===== src/rtl/fetch_queue.sv =====
// Instruction-fetch front end: PC generation, single-outstanding variable-latency
// memory requests, and a first-word fall-through queue of {instruction, pc+4}.
`timescale 1ns/1ps
module fetch_queue #(
    parameter int unsigned        ADDR_W    = 32,
    parameter int unsigned        INSTR_W   = 32,
    parameter int unsigned        DEPTH     = 4,
    parameter logic [INSTR_W-1:0] HALT_WORD = 32'hFC00_0000
) (
    input  logic                         clk,
    input  logic                         resetN,
    input  logic                         start,
    input  logic [ADDR_W-1:0]            startAddress,
    input  logic                         redirect,
    input  logic [ADDR_W-1:0]            redirectAddr,
    output logic                         imemReq,
    output logic [ADDR_W-1:0]            imemAddr,
    input  logic                         imemValid,
    input  logic [INSTR_W-1:0]           imemData,
    output logic                         instValid,
    input  logic                         instReady,
    output logic [INSTR_W-1:0]           instruction,
    output logic [ADDR_W-1:0]            pcPlus4,
    output logic                         halted,
    output logic [$clog2(DEPTH+1)-1:0]   count
);

    localparam int unsigned CW = $clog2(DEPTH + 1);
    localparam int unsigned PW = $clog2(DEPTH);

    localparam logic [2:0] ST_IDLE   = 3'd0;
    localparam logic [2:0] ST_REQ    = 3'd1;
    localparam logic [2:0] ST_WAIT   = 3'd2;
    localparam logic [2:0] ST_SQUASH = 3'd3;
    localparam logic [2:0] ST_HALTED = 3'd4;

    logic [2:0]         state_q, state_d;
    logic [ADDR_W-1:0]  pc_q, pc_d;
    logic [CW-1:0]      count_q, count_d;
    logic [PW-1:0]      head_q, head_d;
    logic [PW-1:0]      tail_q, tail_d;
    logic [INSTR_W-1:0] instr_q [DEPTH];
    logic [INSTR_W-1:0] instr_d [DEPTH];
    logic [ADDR_W-1:0]  pc4_q [DEPTH];
    logic [ADDR_W-1:0]  pc4_d [DEPTH];

    logic               req;
    logic               flush;
    logic               push;
    logic               pop;
    logic [ADDR_W-1:0]  pc_plus4;

    assign pc_plus4 = pc_q + ADDR_W'(4);
    assign req      = (state_q == ST_REQ) && (count_q < CW'(DEPTH)) && !redirect && !start;
    // start acts as a redirect from any state, including IDLE
    assign flush    = start || (redirect && (state_q != ST_IDLE));
    assign push     = (state_q == ST_WAIT) && imemValid && !flush;
    assign pop      = (count_q != '0) && instReady && !flush;

    always_comb begin
        state_d = state_q;
        pc_d    = pc_q;
        count_d = count_q;
        head_d  = head_q;
        tail_d  = tail_q;
        instr_d = instr_q;
        pc4_d   = pc4_q;

        if (flush) begin
            pc_d    = start ? startAddress : redirectAddr;
            // an outstanding response not yet returned must be swallowed
            state_d = ((state_q == ST_WAIT) && !imemValid) ? ST_SQUASH : ST_REQ;
            count_d = '0;
            head_d  = '0;
            tail_d  = '0;
        end else begin
            case (state_q)
                ST_REQ: begin
                    if (req) state_d = ST_WAIT;
                end
                ST_WAIT: begin
                    if (imemValid) begin
                        pc_d    = pc_plus4;
                        state_d = (imemData == HALT_WORD) ? ST_HALTED : ST_REQ;
                    end
                end
                ST_SQUASH: begin
                    if (imemValid) state_d = ST_REQ;
                end
                default: ;
            endcase

            if (push) begin
                instr_d[tail_q] = imemData;
                pc4_d[tail_q]   = pc_plus4;
                tail_d          = tail_q + PW'(1);
            end
            if (pop) head_d = head_q + PW'(1);

            if (push && !pop)      count_d = count_q + CW'(1);
            else if (pop && !push) count_d = count_q - CW'(1);
        end
    end

    always_ff @(posedge clk) begin
        if (!resetN) begin
            state_q <= ST_IDLE;
            pc_q    <= '0;
            count_q <= '0;
            head_q  <= '0;
            tail_q  <= '0;
            for (int unsigned i = 0; i < DEPTH; i++) begin
                instr_q[i] <= '0;
                pc4_q[i]   <= '0;
            end
        end else begin
            state_q <= state_d;
            pc_q    <= pc_d;
            count_q <= count_d;
            head_q  <= head_d;
            tail_q  <= tail_d;
            instr_q <= instr_d;
            pc4_q   <= pc4_d;
        end
    end

    // outputs forced low whenever reset is held, even before the first edge
    assign imemReq     = resetN && req;
    assign imemAddr    = resetN ? pc_q : '0;
    assign instValid   = resetN && (count_q != '0);
    assign instruction = resetN ? instr_q[head_q] : '0;
    assign pcPlus4     = resetN ? pc4_q[head_q] : '0;
    assign halted      = resetN && (state_q == ST_HALTED);
    assign count       = resetN ? count_q : '0;

endmodule


===== config.mk =====
export PLATFORM = sky130hd
export DESIGN_NAME = fetch_queue
export DESIGN_NICKNAME = d
export VERILOG_FILES = /design/src/rtl/fetch_queue.sv
export SDC_FILE = /design/constraint.sdc
export NUM_CORES = 1
export LEC_CHECK = 0
export BUFFER_PORTS_ARGS = -buffer_cell sky130_fd_sc_hd__buf_4
export CAP_MARGIN = 20
export CORE_MARGIN = 8
export CORE_UTILIZATION = 62
export DETAILED_ROUTE_END_ITERATION = 16
export PLACE_DENSITY = 0.9
export SYNTH_ARGS = -nofsm -noshare
export SYNTH_HDL_FRONTEND = slang
export SYNTH_SLANG_ARGS = --single-unit

===== constraint.sdc =====
create_clock -name clk -period 6.55 [get_ports clk]
set_clock_uncertainty 0.05 [all_clocks]
set_input_delay 0.655 -clock clk [delete_from_list [all_inputs] [get_ports clk]]
set_output_delay 0.655 -clock clk [all_outputs]
set_load 0.1 [all_outputs]

==> out/metrics.cfg <==
[floorplan]
io-pin-count = 204
die-area_mm2 = 0.0271
placementRows = 54
die_h_um = 165
die_w_um = 165
start_util = 0.630
fp.coreArea_mm2 = 0.0218

[sta]
fmax_ghz = 0.260
fin_crit_ns = 3.85
relSlewSlack = 0.268
whs_ns = 0.298
fin_tns_setup_ns = 0
post-route-period-util = 0.588
rsz0062_at_grt = no
setup_violations = 0
hold_viol = 0
setup_ws_ns = 2.70
tightest_slew_ns = 1.10
slew_violations = 0

[detailed_routing]
drcViolationCount = 0
first_pass_iters = 6
vias_per_cell = 6.33
post_drt_wl_per_cell_um = 20.1
drtAntennaViolNets = 0
routed-via-count = 12800
routed_wl_mm = 40.5
first_iter_violations = 1256

[clocking]
hold_buffers = 0
clkLatencyLatePin_ns = 0.55
cts_root_buf = clkbuf_16
cts_resized = 0
clkSlewWorstSetupHoldPaths_ns = 0.06
cts_made_buffers = 29
numClockSinks = 298
cts_tree = yes
cts_setup_buffers = 0
htree_levels = 1
cts_buffer_depth = 3

[place]
portBuffers = 203
pre_cts_slack_ns = 2.75
place.gp.congestion = 0.905
dp.cells = 1960
dp_hpwl_mm = 24.6

[global_route]
grt_pass1_wl_mm = 63.1
antenna_found_initial = 0
grt_overflow_total = 0
grt_pass1_vias = 12500
grt.total_usage = 0.285
grt_max_degree = 154

[worst_setup_path]
slowest_delay_ns = 0.79
r2r_cells = 11
cp_num_cells = 4
reg2reg_to = count_q[2]
cp_data_arrival_time_ns = 3.14
crit_required_ns = 5.84
path_max_fanout = 34
crit_family = buffers and inverters
path_buf_inv = 2
ff2ff_setup_slack_ns = 2.89
worst_path_max_delay_cell = dfxtp_4
start_kind = flop
end_kind = output pin
path_class = flop to output pin
cpMostUsedCell = buf_4
rr_startpoint = state_q[1]
cp_cell_sequence = buf_4, mux4_2, and2_1, buf_4

[synthesis]
synth_area_mm2 = 0.0137
yosysWarnings = 0
yosysSeqAreaShare = 0.435
synthTopCellsByArea = dfxtp_1 (44%), mux4_2 (11%), nand2_1 (9.6%)
syn_nets = 1715
async_flop_share = 0
yosys.area.top_type_share = 0.435
ys_seq_elements = 298
synth-edff-count = 0
syn_avg_cell_area_um2 = 8.54
yosys.cell_count.top_type = nand2_1
synthCells = 1606
yosys.area.top_type = dfxtp_1
ys_types = 51
synth_common_cells = nand2_1 (349), dfxtp_1 (298), a21oi_1 (207)
synth_top_flop_cell = dfxtp_1

[final_layout]
fin_cells = 2015
drive_above_1_share = 0.200
fin_util = 0.747
nets = 1824
synthToLayoutAreaGrowth_pct = 18.5
seqCellArea_mm2 = 0.00597
multi_input_area_mm2 = 0.00721
diodes = 0
fillers = 1490

[worst_hold_path]
min_to = pc_q[0]
min_from = startAddress[0]
whs_path_depth = 3
min-delay-path-class = input port to flop

[power_and_ir_drop]
power_per_cell_area_mw_per_mm2 = 240
vdd.ir_drop.worst_mv = 0.195
leakagePower_uw = 0.00580

[status]
outcome = complete, no violations

[job]
drv_cap = 0

-- report_power, final --
group | leakage, uW | internal, uW | switching (uW)
registers | 0.00241 | 1830 | 30.6
logic | 0.00290 | 99.6 | 215
clock network | 0.000490 | 1020 | 702
total | 0.00580 | 2950 | 947
-- metrics by stage --
| stage | power, uW | cell area (um2) |
|---|---|---|
| final | 3900 | 16300 |
| after global routing | 4000 | 16300 |
| after CTS | 3890 | 16200 |
| after detailed placement | 2200 | 15200 |
| after global placement | 2200 | 15200 |
| after floorplan | 2090 | 13700 |
-- cell families after synthesis --
family,synth area share
muxes,0.107
and+or+nand+nor,0.221
DFF,0.435
buffers and inverters,0.0422
adders and majority gates,0.00693
AOI/OAI and AO/OA,0.168
xor gates and xnor gates,0.0204
-- registers in the layout, summed over array words and instances (netlist names) --
signal	cells
head_q	2
pc_q	32
count_q	3
tail_q	2
instr_q	128
state_q	3
pc4_q	128
-- tightest hold or removal path: cells and delay by family --
| kind | cells | cell delay [ns] |
|---|---|---|
| buf+inv | 1 | 0.08 |
| compound gates | 1 | 0.05 |
| simple gates | 1 | 0.07 |
-- area by class of cell --
class                   instances  area share
multi-input cells            1160       0.443
flip-flops and latches        298       0.368
repair buffers                217       0.105
clock buffers                  38      0.0498
well taps                     280      0.0216
clock inverters                13      0.0104
inverters                       9     0.00254
-- metal layers --
layer  vias up  wire length [um]  GRT usage  part of all wire
met5         -                 0          0                 0
met4         0              1480      0.112             0.037
met3       133              3990     0.0578             0.098
met2       731             19600      0.480              0.48
met1      6073             15400      0.353              0.38
li1       5826                 -          -                 -
-- how the worst max path moves through the flow --
stage	startpoint	end
after global placement	start	count_q[2]
after CTS	head_q[0]	pcPlus4[12]
after floorplan	resetN	halted
after detailed placement	start	count_q[2]
final	head_q[0]	pcPlus4[13]
after global routing	head_q[0]	pcPlus4[13]
-- placed cells by master, fill, tap and decap left out, types with 5 or more instances in the layout --
cell type / netlist / layout
dfxtp_1: 298 / 296
nand3_2: 1 / 5
nor4_1: 13 / 13
a31oi_1: 14 / 14
clkinv_2: 0 / 8
and2_1: 98 / 98
inv_1: 8 / 8
xnor2_1: 11 / 11
o21ai_0: 39 / 39
xor2_1: 21 / 21
a221oi_1: 7 / 7
nand3_1: 19 / 15
a21oi_1: 207 / 207
ha_1: 6 / 6
clkbuf_8: 0 / 5
nand3b_1: 7 / 7
nand2_1: 349 / 349
nand4_1: 9 / 9
a211oi_1: 76 / 76
buf_4: 0 / 213
a22oi_1: 9 / 9
mux4_2: 64 / 64
clkbuf_16: 0 / 29
o31a_1: 11 / 11
and3_1: 17 / 13
nor3_1: 9 / 9
nor2_1: 129 / 129
o22ai_1: 5 / 5
No activity file was read; power rests on OpenSTA's default activity.
